--- config.mk ---
export PLATFORM = sky130hd
export DESIGN_NAME = vend_controller
export DESIGN_NICKNAME = d
export VERILOG_FILES = /design/src/rtl/vend_pkg.sv /design/src/rtl/vend_controller_if.sv /design/src/rtl/vend_stock_bank.sv /design/src/rtl/vend_controller.sv
export SDC_FILE = /design/constraint.sdc
export NUM_CORES = 1
export LEC_CHECK = 0
export ABC_AREA = 1
export CORE_MARGIN = 5
export CORE_UTILIZATION = 55
export CTS_BUF_LIST = sky130_fd_sc_hd__clkbuf_16
export DETAILED_ROUTE_END_ITERATION = 6
export GPL_TIMING_DRIVEN = 1
export PLACE_DENSITY = 0.82
export SLEW_MARGIN = 0
export SYNTH_ARGS = -nofsm -noshare
export SYNTH_HDL_FRONTEND = slang
export SYNTH_HIERARCHICAL = 1
export SYNTH_SLANG_ARGS = --single-unit
--- constraint.sdc ---
create_clock -name CLK -period 2.5 [get_ports CLK]
set_input_delay 0.5 -clock CLK [delete_from_list [all_inputs] [get_ports CLK]]
set_output_delay 0.5 -clock CLK [all_outputs]
set_load 0.01 [all_outputs]
--- src/rtl/vend_pkg.sv ---
// rtl/vend_pkg.sv - shared state encoding, tier/timeout defaults and width helper
package vend_pkg;

  localparam int DEF_PRICE_GROUP = 4;
  localparam int DEF_TIMEOUT     = 5;

  typedef enum logic [2:0] {
    ST_IDLE,
    ST_RELOAD,
    ST_GETCODE,
    ST_VALIDATE,
    ST_TRANSACT,
    ST_VEND,
    ST_DOOR_OPEN_WAIT,
    ST_DOOR_CLOSE_WAIT
  } state_t;

  // Index width that stays legal (>= 1 bit) for degenerate counts.
  function automatic int clog2_min1(input int n);
    return (n > 1) ? $clog2(n) : 1;
  endfunction

endpackage

--- src/rtl/vend_controller_if.sv ---
// rtl/vend_controller_if.sv - controller-to-stock-bank request/response bundle
interface vend_controller_if #(
  parameter int NUM_ITEMS = 20,
  parameter int IDX_W     = 5,
  parameter int STOCK_W   = 4
);

  logic                 reload;
  logic                 dec;
  logic [IDX_W-1:0]     idx;
  logic [STOCK_W-1:0]   rd_data;
  logic [NUM_ITEMS-1:0] zero;

  modport master (output reload, dec, idx, input rd_data, zero);
  modport slave  (input reload, dec, idx, output rd_data, zero);

endinterface

--- src/rtl/vend_stock_bank.sv ---
// rtl/vend_stock_bank.sv - per-item stock counters with reload, decrement, read and zero flags
module vend_stock_bank #(
  parameter int NUM_ITEMS  = 20,
  parameter int IDX_W      = 5,
  parameter int STOCK_W    = 4,
  parameter int RELOAD_VAL = 10
) (
  input  logic              clk,
  input  logic              rst,
  vend_controller_if.slave  sb
);

  logic [NUM_ITEMS-1:0][STOCK_W-1:0] stock_q;
  logic [NUM_ITEMS-1:0][STOCK_W-1:0] stock_d;

  // Reload overrides everything; a decrement only touches the addressed nonzero slot.
  always_comb begin
    stock_d = stock_q;
    for (int i = 0; i < NUM_ITEMS; i++) begin
      if (sb.reload) begin
        stock_d[i] = STOCK_W'(RELOAD_VAL);
      end else if (sb.dec && (sb.idx == IDX_W'(i)) && (stock_q[i] != '0)) begin
        stock_d[i] = stock_q[i] - STOCK_W'(1);
      end
    end
  end

  // Indexed read (zero for unmapped indices) and the per-item empty flags.
  always_comb begin
    sb.rd_data = '0;
    sb.zero    = '0;
    for (int i = 0; i < NUM_ITEMS; i++) begin
      if (sb.idx == IDX_W'(i)) begin
        sb.rd_data = stock_q[i];
      end
      sb.zero[i] = (stock_q[i] == '0);
    end
  end

  // Stock register; reset empties every slot.
  always_ff @(posedge clk or posedge rst) begin
    if (rst) begin
      stock_q <= '0;
    end else begin
      stock_q <= stock_d;
    end
  end

endmodule

--- src/rtl/vend_controller.sv ---
// rtl/vend_controller.sv - keypad vending controller FSM with registered outputs
module vend_controller
  import vend_pkg::*;
#(
  parameter int NUM_ITEMS   = 20,
  parameter int CODE_DIGITS = 2,
  parameter int STOCK_W     = 4,
  parameter int RELOAD_VAL  = 10,
  parameter int PRICE_GROUP = DEF_PRICE_GROUP,
  parameter int COST_W      = 3,
  parameter int TIMEOUT     = DEF_TIMEOUT
) (
  input  logic                 CLK,
  input  logic                 RESET,
  input  logic                 CARD_IN,
  input  logic                 VALID_TRAN,
  input  logic                 KEY_PRESS,
  input  logic                 DOOR_OPEN,
  input  logic                 RELOAD,
  input  logic [3:0]           ITEM_CODE,
  output logic                 VEND,
  output logic                 INVALID_SEL,
  output logic                 FAILED_TRAN,
  output logic [COST_W-1:0]    COST,
  output logic [NUM_ITEMS-1:0] SOLD_OUT
);

  localparam int ITEM_W   = clog2_min1(10 ** CODE_DIGITS);
  localparam int IDX_W    = clog2_min1(NUM_ITEMS);
  localparam int DIGIT_W  = clog2_min1(CODE_DIGITS + 1);
  localparam int WAIT_W   = clog2_min1(TIMEOUT + 1);
  localparam int COST_MAX = (1 << COST_W) - 1;

  localparam logic [DIGIT_W-1:0] DIGIT_LAST = DIGIT_W'(CODE_DIGITS - 1);
  localparam logic [WAIT_W-1:0]  WAIT_LAST  = WAIT_W'(TIMEOUT - 1);

  state_t               state_q, state_d;
  logic [ITEM_W-1:0]    item_q, item_d;
  logic [DIGIT_W-1:0]   digit_q, digit_d;
  logic [WAIT_W-1:0]    wait_q, wait_d;
  logic                 vend_q, vend_d;
  logic                 inv_q, inv_d;
  logic                 fail_q, fail_d;
  logic [COST_W-1:0]    cost_q, cost_d;
  logic [NUM_ITEMS-1:0] sold_out_q, sold_out_d;

  logic                 timed_out;
  logic                 in_range;
  logic [31:0]          cost_full;
  logic [COST_W-1:0]    cost_sat;

  vend_controller_if #(
    .NUM_ITEMS (NUM_ITEMS),
    .IDX_W     (IDX_W),
    .STOCK_W   (STOCK_W)
  ) stock_if ();

  vend_stock_bank #(
    .NUM_ITEMS  (NUM_ITEMS),
    .IDX_W      (IDX_W),
    .STOCK_W    (STOCK_W),
    .RELOAD_VAL (RELOAD_VAL)
  ) u_bank (
    .clk (CLK),
    .rst (RESET),
    .sb  (stock_if.slave)
  );

  assign stock_if.reload = (state_q == ST_RELOAD);
  assign stock_if.dec    = (state_q == ST_VEND);
  assign stock_if.idx    = item_q[IDX_W-1:0];

  // Next-state, keypad accumulation, pulse and cost decisions.
  always_comb begin
    state_d    = state_q;
    item_d     = item_q;
    digit_d    = digit_q;
    cost_d     = cost_q;
    inv_d      = 1'b0;
    fail_d     = 1'b0;
    sold_out_d = stock_if.zero;
    timed_out  = (wait_q == WAIT_LAST);
    in_range   = (32'(item_q) < 32'(NUM_ITEMS));
    cost_full  = 32'(item_q) / 32'(PRICE_GROUP) + 32'd1;
    cost_sat   = (cost_full > 32'(COST_MAX)) ? COST_W'(COST_MAX) : cost_full[COST_W-1:0];

    case (state_q)
      ST_IDLE: begin
        if (RELOAD) begin
          state_d = ST_RELOAD;
        end else if (CARD_IN) begin
          state_d = ST_GETCODE;
          item_d  = '0;
          digit_d = '0;
        end
      end
      ST_RELOAD: state_d = ST_IDLE;
      ST_GETCODE: begin
        if (!CARD_IN) begin
          state_d = ST_IDLE;
        end else if (KEY_PRESS) begin
          if (ITEM_CODE > 4'd9) begin
            inv_d   = 1'b1;
            state_d = ST_IDLE;
          end else begin
            item_d  = item_q * ITEM_W'(10) + ITEM_W'(ITEM_CODE);
            digit_d = digit_q + DIGIT_W'(1);
            if (digit_q == DIGIT_LAST) begin
              state_d = ST_VALIDATE;
            end
          end
        end else if (timed_out) begin
          inv_d   = 1'b1;
          state_d = ST_IDLE;
        end
      end
      ST_VALIDATE: begin
        if (!in_range || (stock_if.rd_data == '0)) begin
          inv_d   = 1'b1;
          state_d = ST_IDLE;
        end else begin
          cost_d  = cost_sat;
          state_d = ST_TRANSACT;
        end
      end
      ST_TRANSACT: begin
        if (VALID_TRAN) begin
          state_d = ST_VEND;
        end else if (timed_out) begin
          fail_d  = 1'b1;
          state_d = ST_IDLE;
        end
      end
      ST_VEND: state_d = ST_DOOR_OPEN_WAIT;
      ST_DOOR_OPEN_WAIT: begin
        if (DOOR_OPEN) begin
          state_d = ST_DOOR_CLOSE_WAIT;
        end else if (timed_out) begin
          state_d = ST_IDLE;
        end
      end
      ST_DOOR_CLOSE_WAIT: begin
        if (!DOOR_OPEN) begin
          state_d = ST_IDLE;
        end
      end
      default: state_d = ST_IDLE;
    endcase

    if (state_d == ST_IDLE) begin
      cost_d = '0;
    end
    vend_d = (state_d == ST_VEND);

    if ((state_d != state_q) || ((state_q == ST_GETCODE) && KEY_PRESS)) begin
      wait_d = '0;
    end else if ((state_q == ST_GETCODE) || (state_q == ST_TRANSACT) ||
                 (state_q == ST_DOOR_OPEN_WAIT)) begin
      wait_d = wait_q + WAIT_W'(1);
    end else begin
      wait_d = '0;
    end
  end

  // State and output registers; reset aborts any transaction immediately.
  always_ff @(posedge CLK or posedge RESET) begin
    if (RESET) begin
      state_q    <= ST_IDLE;
      item_q     <= '0;
      digit_q    <= '0;
      wait_q     <= '0;
      vend_q     <= 1'b0;
      inv_q      <= 1'b0;
      fail_q     <= 1'b0;
      cost_q     <= '0;
      sold_out_q <= '1;
    end else begin
      state_q    <= state_d;
      item_q     <= item_d;
      digit_q    <= digit_d;
      wait_q     <= wait_d;
      vend_q     <= vend_d;
      inv_q      <= inv_d;
      fail_q     <= fail_d;
      cost_q     <= cost_d;
      sold_out_q <= sold_out_d;
    end
  end

  assign VEND        = vend_q;
  assign INVALID_SEL = inv_q;
  assign FAILED_TRAN = fail_q;
  assign COST        = cost_q;
  assign SOLD_OUT    = sold_out_q;

endmodule
=== After elaboration in Yosys (flattened, before gate mapping) ===
Index checks and enable logic that the tools add are counted.

* Logic and storage cells: 305
* Register bits after elaboration: 121
* Output and inout bits: 26

* Multipliers: 1
* Eq/ne operators: 36
* Reductions and logical operators: 114
* $lt $le $gt $ge: 3
* Mux-type cells: 98
* Add/subtract/negate cells: 24

{| class="wikitable"
|+ Operator list
! operator !! number
|-
| $mux W4 || 60
|-
| $logic_not A4 Y1 || 21
|-
| $reduce_bool A4 Y1 || 20
|-
| $sub A4 B1 Y4 const B || 20
|-
| $mux W3 || 17
|-
| $reduce_bool A2 Y1 || 22
|-
| $logic_and A1 B1 Y1 || 41
|-
| $eq A5 B4 Y1 const B || 8
|-
| $mux W7 || 5
|-
| $pmux W3 S8 || 1
|-
| $eq A5 B3 Y1 const B || 4
|-
| $eq A5 B5 Y1 const B || 4
|-
| $eq A3 B3 Y1 const B || 6
|-
| $pmux W7 S2 || 1
|-
| $eq A5 B2 Y1 const B || 2
|-
| $mux W2 || 5
|-
| $ne A2 B2 Y1 const B || 5
|-
| $add A7 B4 Y7 || 1
|-
| $lt A7 B5 Y1 const B || 1
|-
| $mul A7 B3 Y6 const B || 1
|-
| $mux W1 || 7
|-
| $add A5 B1 Y6 const B || 1
|-
| $eq A3 B2 Y1 const B || 2
|-
| $gt A6 B3 Y1 const B || 1
|-
| 16 further kinds || 20
|}

=== Depth between registers and ports, before layout ===
Gate-level depths: netlist of the first run.

* Depth in word-level cells: 28
* Mapped depth: 24
* Depth with buffers taken out: 24

=== Hierarchy ===
The synthesis of the first run kept the hierarchy.

{| class="wikitable"
|+ Modules (own cells, without submodules)
! module !! cells each !! times used !! area an instance (µm²)
|-
| vend_stock_bank || 724 || 1 || 5222.5
|-
| vend_controller || 208 || 1 || 2065.7
|}

=== Worst setup path before layout of the first run ===
OpenSTA, ideal clock, no wires.

* Kind: register to register
* Start: register item_q[4]
* End: register cost_q[0], in the netlist COST[0]
* Data arrival time: 2.299 ns
* Clock period less this slack: 2.424 ns
* Stages on the path, launching flop included: 21
* Slack: 0.076 ns
* Path buffers: 0
* Path through: dfrtp_1 -> inv_2 -> nand3_2 -> nor2_1 -> nand2_1 -> nand2_1 -> nand3_1 -> nand2_1 -> nand2_1 -> nand2_1 -> nand4_1 -> nor2_1 -> nand4_1 -> nor2_1 -> nand2_1 -> nand3_1 -> nor2_2 -> inv_1 -> nand2_2 -> nor3_2 -> nor2_1

* Longest elaborated chain between the ends: 28

{| class="wikitable"
|+ Ends and longest elaborated chain
! item !! RTL line !! RTL
|-
| start, declared || vend_controller.sv:38 || <nowiki>logic [ITEM_W-1:0] item_q, item_d;</nowiki>
|-
| start signal, assigned || vend_controller.sv:179 || <nowiki>item_q <= item_d;</nowiki>
|-
| $logic_not A5 Y1 || vend_stock_bank.sv:33 || <nowiki>if (sb.idx == IDX_W'(i)) begin</nowiki>
|-
| $mux W4 (19 in a row) || vend_stock_bank.sv:33 ||
|-
| $mux W4 (*) || vend_stock_bank.sv:33 ||
|-
| named net stock_if.rd_data[1] || vend_controller_if.sv:11 || <nowiki>logic [STOCK_W-1:0] rd_data;</nowiki>
|-
| $logic_not A4 Y1 (*) || vend_controller.sv:118 || <nowiki>if (!in_range || (stock_if.rd_data == '0)) begin</nowiki>
|-
| $logic_or A1 B1 Y1 (*) || vend_controller.sv:118 ||
|-
| $mux W3 (*) || vend_controller.sv:118 ||
|-
| $pmux W3 S8 (*) || vend_controller.sv:87 || <nowiki>case (state_q)</nowiki>
|-
| named net state_d[2] || vend_controller.sv:37 || <nowiki>state_t state_q, state_d;</nowiki>
|-
| $logic_not A3 Y1 (*) || vend_controller.sv:150 || <nowiki>if (state_d == ST_IDLE) begin</nowiki>
|-
| $ne A2 B1 Y1 (no source line) or $reduce_bool A2 Y1 (tied branches) || - ||
|-
| $reduce_and A2 Y1 (no source line) || - ||
|-
| end signal, assigned || vend_controller.sv:185 || <nowiki>cost_q <= cost_d;</nowiki>
|-
| end, declared || vend_controller.sv:44 || <nowiki>logic [COST_W-1:0] cost_q, cost_d;</nowiki>
|}

Mark *: on every way through the listed nets, which the timed path passes. The rest lies on a longest branch. The select of a mux whose other input is x is not followed.
A chain may end at the register's enable or synchronous reset.

=== Worst setup path in the final report of the first run ===
* Start: register item_q[1]
* End: register wait_q[1]

* Longest elaborated chain between the ends: 28

{| class="wikitable"
|+ Ends and longest elaborated chain
! item !! RTL line !! RTL
|-
| $logic_not A5 Y1 || vend_stock_bank.sv:33 ||
|-
| $mux W4 (19 in a row) || vend_stock_bank.sv:33 ||
|-
| $mux W4 (*) || vend_stock_bank.sv:33 ||
|-
| named net stock_if.rd_data[1] || vend_controller_if.sv:11 ||
|-
| $logic_not A4 Y1 (*) || vend_controller.sv:118 ||
|-
| $logic_or A1 B1 Y1 (*) || vend_controller.sv:118 ||
|-
| $mux W3 (*) || vend_controller.sv:118 ||
|-
| $pmux W3 S8 (*) || vend_controller.sv:87 ||
|-
| $ne A3 B3 Y1 (*) || vend_controller.sv:155 || <nowiki>if ((state_d != state_q) || ((state_q == ST_GETCODE) && KEY_PRESS)) begin</nowiki>
|-
| $logic_or A1 B1 Y1 (*) || vend_controller.sv:155 ||
|-
| $mux W3 (*) || vend_controller.sv:155 ||
|-
| named net wait_d[1] || vend_controller.sv:40 || <nowiki>logic [WAIT_W-1:0] wait_q, wait_d;</nowiki>
|-
| end signal, assigned || vend_controller.sv:181 || <nowiki>wait_q <= wait_d;</nowiki>
|-
| end, declared || vend_controller.sv:40 ||
|}

Mark *: on every way through the listed nets, which the timed path passes. The rest lies on a longest branch.

==> results of run 1 <==
state kept, by name, summed over array words and instances, names as in the netlist:
signal,cells
wait_q,3
state_q,3
COST,3
SOLD_OUT,20
u_bank/stock_q,80
item_q,7
INVALID_SEL,1
digit_q,2
FAILED_TRAN,1
VEND,1
path summary, 6_finish.rpt:
path                                      endpoint  slack, ps  cells past startpoint
worst max-delay path                     wait_q[1]       -210                     20
worst min-delay path            u_bank/stock_q[51]        470                      2
worst max register to register           wait_q[1]       -210                     20
worst min register to register         SOLD_OUT[6]        500                      1
max in group asynchronous       u_bank/stock_q[61]       1390                      3
min in group CLK                       SOLD_OUT[6]        500                      1
metal layers:
metal | vias up | track usage (%) | wire [µm] | share of wire [%]
li1 | 3234 | - | - | -
met1 | 3200 | 30.77 | 8077 | 45
met2 | 217 | 37.39 | 8487 | 47
met3 | 46 | 4.776 | 972 | 5.4
met4 | 0 | 10.01 | 505 | 2.8
met5 | - | 0 | 0 | 0
synthesized netlist by cell type:
library cell    n
buf_6           3
xor2_1          4
fa_1            2
nand4_1        26
clkbuf_1        8
nor2_1         68
nand3_1        63
nand2_1       164
o22ai_1         2
inv_1         159
nand2_4         2
nand2_2         9
dfrtp_1       101
clkinv_1        2
nor2_2         12
inv_4           2
xnor2_1         3
nor4_2          2
nor3_1         13
nand3_2         5
inv_2          14
buf_1           2
nor4_1          4
a21oi_1        73
o21ai_0        89
or4_1           1
a32o_1          1
o31ai_1         1
a21oi_2         3
a22o_1          2
dfstp_2        20
ha_1           52
nor3_2          4
nor2_4         10
o21ai_1         6
per-stage QoR:
step,instance area [µm²],utilization [%],cells
2_1_floorplan,7292,-,932
3_3_place_gp,8252,62.81,1187
3_5_place_dp,8252,62.81,1187
4_1_cts,9059,68.95,1227
5_1_grt,9109,69.33,1231
6_report,9109,69.33,1231
cells in the final DEF, fill, tap and decap left out, types with 3 or more instances in the layout:
cell type	count
o21ai_1	6
dfrtp_1	96
bufinv_16	5
ha_1	52
inv_4	3
dfrtp_2	5
o21ai_0	88
nand2_4	5
a21oi_1	73
clkdlybuf4s50_1	36
nand3_2	6
nand3_1	61
nor2_1	62
a21oi_2	3
dfstp_2	20
inv_1	154
nor3_1	9
nand2_2	7
nor2_4	17
nor2_2	11
nor4_1	4
buf_6	4
nor3_2	7
clkinvlp_4	3
xnor2_1	3
xor2_1	4
nand2_1	163
nand4_1	26
clkbuf_16	17
buf_4	62
clkinv_1	5
inv_2	18
report_power, final:
| part | switching, W | internal (W) |
|---|---|---|
| sequential | 0.000252 | 0.00215 |
| clock | 0.000894 | 0.00175 |
| combinational | 0.00208 | 0.00139 |
| total | 0.00322 | 0.00528 |
cell type report:
class                   instances  area (µm²)  share of cell area [%]
clock buffers                  17       425.4                   4.670
flip-flops and latches        121        3059                   33.59
repair buffers                104       910.9                   10.00
well taps                     176       220.2                   2.418
inverters                     177       675.6                   7.418
multi-input cells             621        3610                   39.63
clock inverters                15       207.7                   2.280
cells by family after synthesis:
logic type,after synthesis
AO/OA/AOI/OAI,177
XOR/XNOR,7
adder cells (fa/ha/maj),54
buffers and inverters,190
flip-flops,121
AND/OR/NAND/NOR,383
what timing repair did:
action                     4_1_cts  5_1_grt
hold buffers                     0        0
setup buffers                    8        4
pin swaps                       14       10
setup endpoints to repair        7        8
gates resized for setup         32        8
==> run summary, run 1 <==
outcome: finished with violations
failing checks: setup timing
Post-Synth XOR/XNOR Area: 0.8412%
cell area power density: 933.6 nW/µm²
reg2reg start: item_q[1]
cts bufs inserted: 17
Setup violations, final: 7
IO Pins: 37
gpl congestion: 0.9360
Placement Setup Slack: -252.2 ps
minimum clock period: 2713 ps
Post-Synth Simple-Gate Area: 25.08%
Max Freq: 368.5 MHz
Layout area overhead: 24.98%
gr ovfl total: 0
top cell type's share of synthesized area: 34.68%
CTS Root Cell: clkbuf_16
Worst-path clk slew: 60 ps
area of the die: 15,650 µm²
register area share after synthesis: 41.89%
largest family of logic cells by synthesized area: simple AND/OR/NAND/NOR gates
Iter 0 DRT Violations: 587
Final Hold Vio Count: 0
Syn Inst Count: 932
type of the tightest min-delay check: in2async
post-synthesis adder-cell area fraction: 9.476%
Setup Skew: 9.673 ps
Setup TNS: -1130 ps
Worst EP required: 2840 ps
maximum clock insertion buffer count: 2
fin crit share: 108.5%
vias per cell: 5.440
Setup CP Type: reg2reg
most used cell, CP: nand2_1
critical-path cell list: nand2_1, buf_4, nor2_1, a21oi_1, nand4_1, nand2_1, nand3_1, nand2_1, nand2_1, nand2_1, nand4_1, nor2_1, nand4_1, nor2_1, nand2_1, nand3_2, nor2_4, o21ai_1, nand3_2, nor3_2
pin count of the biggest net entering global routing: 42
Yosys cell types: 35
clock sinks: 121
DR WL/cell: 14.66 µm
Hold Slack: 469.0 ps
clock insertion delay at the later pin of the skew report: 420 ps
num rows: 42
Total Power: 0.008504 W
critical path fanouts, max: 6
mux cell area share after synthesis: 0%
Worst setup EP type: flop
crit-path leading delay family: simple AND/OR/NAND/NOR gates
leakage power: 4.355 nW
first-pass GRT wire length: 29,770 µm
RSZ-0062 raised after global routing: true
final wirelength: 18,040 µm
setup ws final: -213.3 ps
Core Region: 13,140 µm²
vias in the first global route: 6,316
crit path DAT: 3050 ps
critical path's slowest cell: dfrtp_2
initial antenna violation count: 0
compound-cell area share of the yosys netlist: 12.55%
Least-Margin Pin Slew: 478.9 ps
leading area contributor after synthesis: dfrtp_1
Antenna diodes: 0
Port Buffer Count: 36
Critical path origin: item_q[1]
CTS tree: built
WP buf/inv: 1
layout cells sized above 1: 19.34%
nets: 1,107
gr usage total: 23.28%
Routed Antenna Nets: 0
TritonRoute pass-1 iters: 5
Vias: 6,697
Synth area leaders: dfrtp_1, ha_1, nand2_1
Slew HR: 68.07%
VDD IR-drop max: 0.4739 mV
CTS H-tree depth: 4
initial core utilization: 55.48%
drt drc: 0
CP max stage delay: 470 ps
fillcell total: 961
Synth Cell Area: 7288 µm²
Ys Warns: 6
max-cap viol count: 0
CP Launch Type: flop
average size of a mapped cell: 7.820 µm²
fin. max-slew vios: 0
post-synth net total: 997
#FFs+latches synth: 121
Die X-Extent: 125.1 µm
dpl hpwl: 12,420 µm
Die Y: 125.1 µm
No activity file was read; power rests on OpenSTA's default activity.
==> inputs of run 2 (changes only) <==
==> constraint.sdc (replaced) <==
create_clock -name CLK -period 2.5 [get_ports CLK]
set_input_delay 0.5 -clock CLK [delete_from_list [all_inputs] [get_ports CLK]]
set_output_delay 0.5 -clock CLK [all_outputs]
set_load 0.02 [all_outputs]
==> results of run 2 <==
Same layout as run 1 (identical final DEF). Status: finished with violations: setup timing.
Among the figures that moved: total power 0.008504 W -> 0.008521 W; worst IR drop on VDD 0.4739 mV -> 0.4740 mV
==> inputs of run 3 (changes only) <==
--- a/config.mk
+++ b/config.mk
@@ -7,13 +7,12 @@
 export LEC_CHECK = 0
 export ABC_AREA = 1
 export CORE_MARGIN = 5
-export CORE_UTILIZATION = 55
-export CTS_BUF_LIST = sky130_fd_sc_hd__clkbuf_16
+export CORE_UTILIZATION = 60
+export CTS_BUF_LIST = sky130_fd_sc_hd__clkbuf_4 sky130_fd_sc_hd__clkbuf_8 sky130_fd_sc_hd__clkbuf_16
 export DETAILED_ROUTE_END_ITERATION = 6
 export GPL_TIMING_DRIVEN = 1
-export PLACE_DENSITY = 0.82
+export PLACE_DENSITY = 0.85
 export SLEW_MARGIN = 0
 export SYNTH_ARGS = -nofsm -noshare
 export SYNTH_HDL_FRONTEND = slang
-export SYNTH_HIERARCHICAL = 1
 export SYNTH_SLANG_ARGS = --single-unit
==> constraint.sdc (replaced) <==
create_clock -name CLK -period 2.8 [get_ports CLK]
set_input_delay 0.56 -clock CLK [delete_from_list [all_inputs] [get_ports CLK]]
set_output_delay 0.56 -clock CLK [all_outputs]
set_load 0.02 [all_outputs]
==> run 3 against run 2 <==
Sequential share of layout area grew 2.1 points. Non-clock buffer count decreased by 27. Global-route usage grew 2.3 points. Design area fell by 6.0%. Area after synthesis is 6.0% lower. Largest power group unchanged. The flow still finishes with violations (setup timing). Hold slack worse by 34 ps. Combinational power decreased by 6.0%. Clock skew increased by 4.1 ps. Via count fell by 4.3%. Synthesized cell count down 5.9%. Wire length fell by 6.1%.
==> run summary, run 3 <==
CTS tree: built
met3 wire len: 1067 µm (+9.8%)
failing checks: setup timing
initial core utilization: 60.50% (+5.0 points)
layout cells sized above 1: 15.42% (-3.9 points)
Least-Margin Pin Slew: 657.4 ps (+178.5 ps)
TritonRoute pass-1 iters: 6 (+1)
commonest cells after routing, fill and taps aside: inv_1, nand2_1, dfrtp_1
Worst setup EP type: flop
Die Y: 116.8 µm (-6.6%)
WHS Path Cells: 1
Core Region: 11,320 µm² (-14%)
CTS Root Cell: clkbuf_16
fillcell total: 740 (-23%)
initial antenna violation count: 0 (unchanged)
fin. max-slew vios: 0 (unchanged)
Vias: 6,412 (-4.3%)
Synth Cell Area: 6849 µm² (-6.0%)
commonest non-fill, non-tap cell in the layout: inv_1
vias in the first global route: 6,035 (-4.4%)
critical path's slowest cell: dfrtp_1
max-cap viol count: 0 (unchanged)
most frequent cell after synthesis: inv_1
dpl hpwl: 11,060 µm (-11%)
cell area power density: 922.0 nW/µm²
Layout area overhead: 25.01% (about the same)
gr ovfl total: 0 (unchanged)
Met1 Routed Length: 7126 µm (-12%)
final non-filler cell total: 1,116 (-9.3%)
type of the tightest min-delay check: reg2reg
leading area contributor after synthesis: dfrtp_1
Iter 0 DRT Violations: 630 (+7.3%)
Routed Antenna Nets: 0 (unchanged)
average size of a mapped cell: 7.810 µm² (-0.13%)
first-pass GRT wire length: 27,440 µm (-7.8%)
setup ws final: -66.35 ps (+147.0 ps)
IO Pins: 37 (unchanged)
DR WL/cell: 15.18 µm (+3.6%)
clock insertion delay at the later pin of the skew report: 430 ps (about the same)
Port Buffer Count: 36 (unchanged)
leakage power: 3.911 nW (-10%)
Setup CP Type: reg2reg
Slew HR: 55.84% (-12 points)
CTS Hold Bufs: 0 (unchanged)
final wirelength: 16,950 µm (-6.1%)
Setup Skew: 13.75 ps (+4.078 ps)
register area share after synthesis: 44.57% (+2.7 points)
Antenna diodes: 0 (unchanged)
minimum clock period: 2866 ps (+153.0 ps)
Yosys cell types: 40 (+14%)
CP max stage delay: 410 ps (-60 ps)
VDD IR-drop max: 0.7897 mV
Ys Warns: 0 (-6)
gr usage total: 25.63% (+2.3 points)
fin crit share: 102.4% (-6.2 points)
cts bufs inserted: 17 (unchanged)
maximum clock insertion buffer count: 2 (unchanged)
crit path DAT: 3190 ps (+140 ps)
Die X-Extent: 116.8 µm (-6.6%)
pin count of the biggest net entering global routing: 60 (+43%)
#FFs+latches synth: 121 (unchanged)
predominant post-synthesis flop cell: dfrtp_1
Syn Inst Count: 877 (-5.9%)
Most flops, register: u_bank.stock_q
outcome: finished with violations
post-synth net total: 924 (-7.3%)
vias per cell: 5.746 (+5.6%)
reg2reg path depth: 30 (+50%)
Setup violations, final: 4 (-3)
Synth area leaders: dfrtp_1, inv_1, nand2_1
CTS H-tree depth: 4 (unchanged)
drt drc: 0 (unchanged)
clock sinks: 121 (unchanged)
critical path fanouts, max: 5 (-1)
num rows: 39 (-7.1%)
area of the die: 13,650 µm² (-13%)
top cell type's share of synthesized area: 36.90% (+2.2 points)
synth cell count leaders: inv_1, nand2_1, dfrtp_1
RSZ-0062 raised after global routing: true
share of flip-flops with an asynchronous set or reset: 100.0% (unchanged)
Placement Setup Slack: 9.533 ps (+261.8 ps)
Largest register FFs: 80 (unchanged)
most used cell, CP: nand2_1
Routed met2 length: 8264 µm (-2.6%)
Final Hold Vio Count: 0 (unchanged)
gpl congestion: 0.8630 (-7.8%)
Worst EP required: 3120 ps (+280 ps)
nets: 1,007 (-9.0%)
placed insts: 1,070 (-9.9%)
CP Launch Type: flop
Max Freq: 348.9 MHz (-5.3%)
uppermost layer routed: met4
Post-synth EDFFs: 0 (unchanged)
Worst-path clk slew: 60 ps (about the same)
run 3: cell count changes after synthesis, moves of 5 or more:
cell	change
inv_1	-16
inv_2	-5
nand3_1	-5
nor2_2	-7
nand2_2	-7
ha_1	-18
a21oi_1	+14
nand2_1	-23
nand3b_1	+6
nor2_1	+5
nand4_1	-5
nor3_1	+27
nor2_4	-10
run 3: cells by family after synthesis:
family	synth area share (%)
AND/OR/NAND/NOR	24.02
AO/OA/AOI/OAI	14.51
buffers and inverters	9.335
flip-flops	44.57
adder cells (fa/ha/maj)	6.796
XOR/XNOR	0.7673
run 3: per-layer routing:
metal | global-route usage [%] | vias to the layer above
met2 | 41.90 | 248
met1 | 32.36 | 3026
met4 | 10.55 | 0
met5 | 0 | -
li1 | - | 3079
met3 | 6.889 | 59
run 3: stage by stage:
step           hold WS (ps)  TNS [ps]  cell area, µm²  total power, W  util [%]
2_1_floorplan         383.0         0            6853        0.004078         -
3_3_place_gp          411.8         0            7582        0.004788     66.98
3_5_place_dp          415.1         0            7582        0.004875     66.98
4_1_cts               431.1         0            8265        0.007426     73.01
5_1_grt               458.1     -1267            8562        0.008387     75.63
6_report              434.7    -169.7            8562        0.007894     75.63
run 3: repair_timing:
| action | in CTS | in global routing |
|---|---|---|
| cloned | 0 | 1 |
| setup buffers | 0 | 13 |
| resized for setup | 2 | 54 |
| pin swaps | 1 | 19 |
| endpoints found under the setup margin | 3 | 5 |
run 3: final cells by class:
cell class | count | area, µm² | share of cell area, %
multi-input combinational | 590 | 3302 | 38.57
sequential | 121 | 3057 | 35.70
timing repair buffer | 77 | 758.2 | 8.856
inverter | 153 | 590.6 | 6.898
clock buffer | 17 | 425.4 | 4.969
clock inverter | 15 | 250.2 | 2.923
tap | 143 | 178.9 | 2.090
run 3: worst max-delay path, delay by kind of cell (launching register included):
| family | cells | cell delay [ps] |
|---|---|---|
| buffers and inverters | 5 | 420 |
| AO/OA/AOI/OAI | 2 | 120 |
| AND/OR/NAND/NOR | 22 | 1620 |
| adder cells (fa/ha/maj) | 1 | 190 |
| flip-flops | 1 | 410 |
run 3: final timing paths:
path | to | slack [ps] | startpoint
worst max-delay path | COST[1] | -70 | item_q[3]
min in group asynchronous | u_bank.stock_q[30] | 500 | RESET
worst min-delay path | SOLD_OUT[16] | 430 | u_bank.stock_q[67]
max in group asynchronous | SOLD_OUT[15] | 1610 | RESET
worst min register to register | SOLD_OUT[16] | 430 | u_bank.stock_q[67]
worst max register to register | COST[1] | -70 | item_q[3]
run 3: where the power goes:
group,switching [W],internal (W)
Combinational,0.00200,0.00127
Clock,0.000824,0.00167
Sequential,0.000210,0.00192
Total,0.00303,0.00486
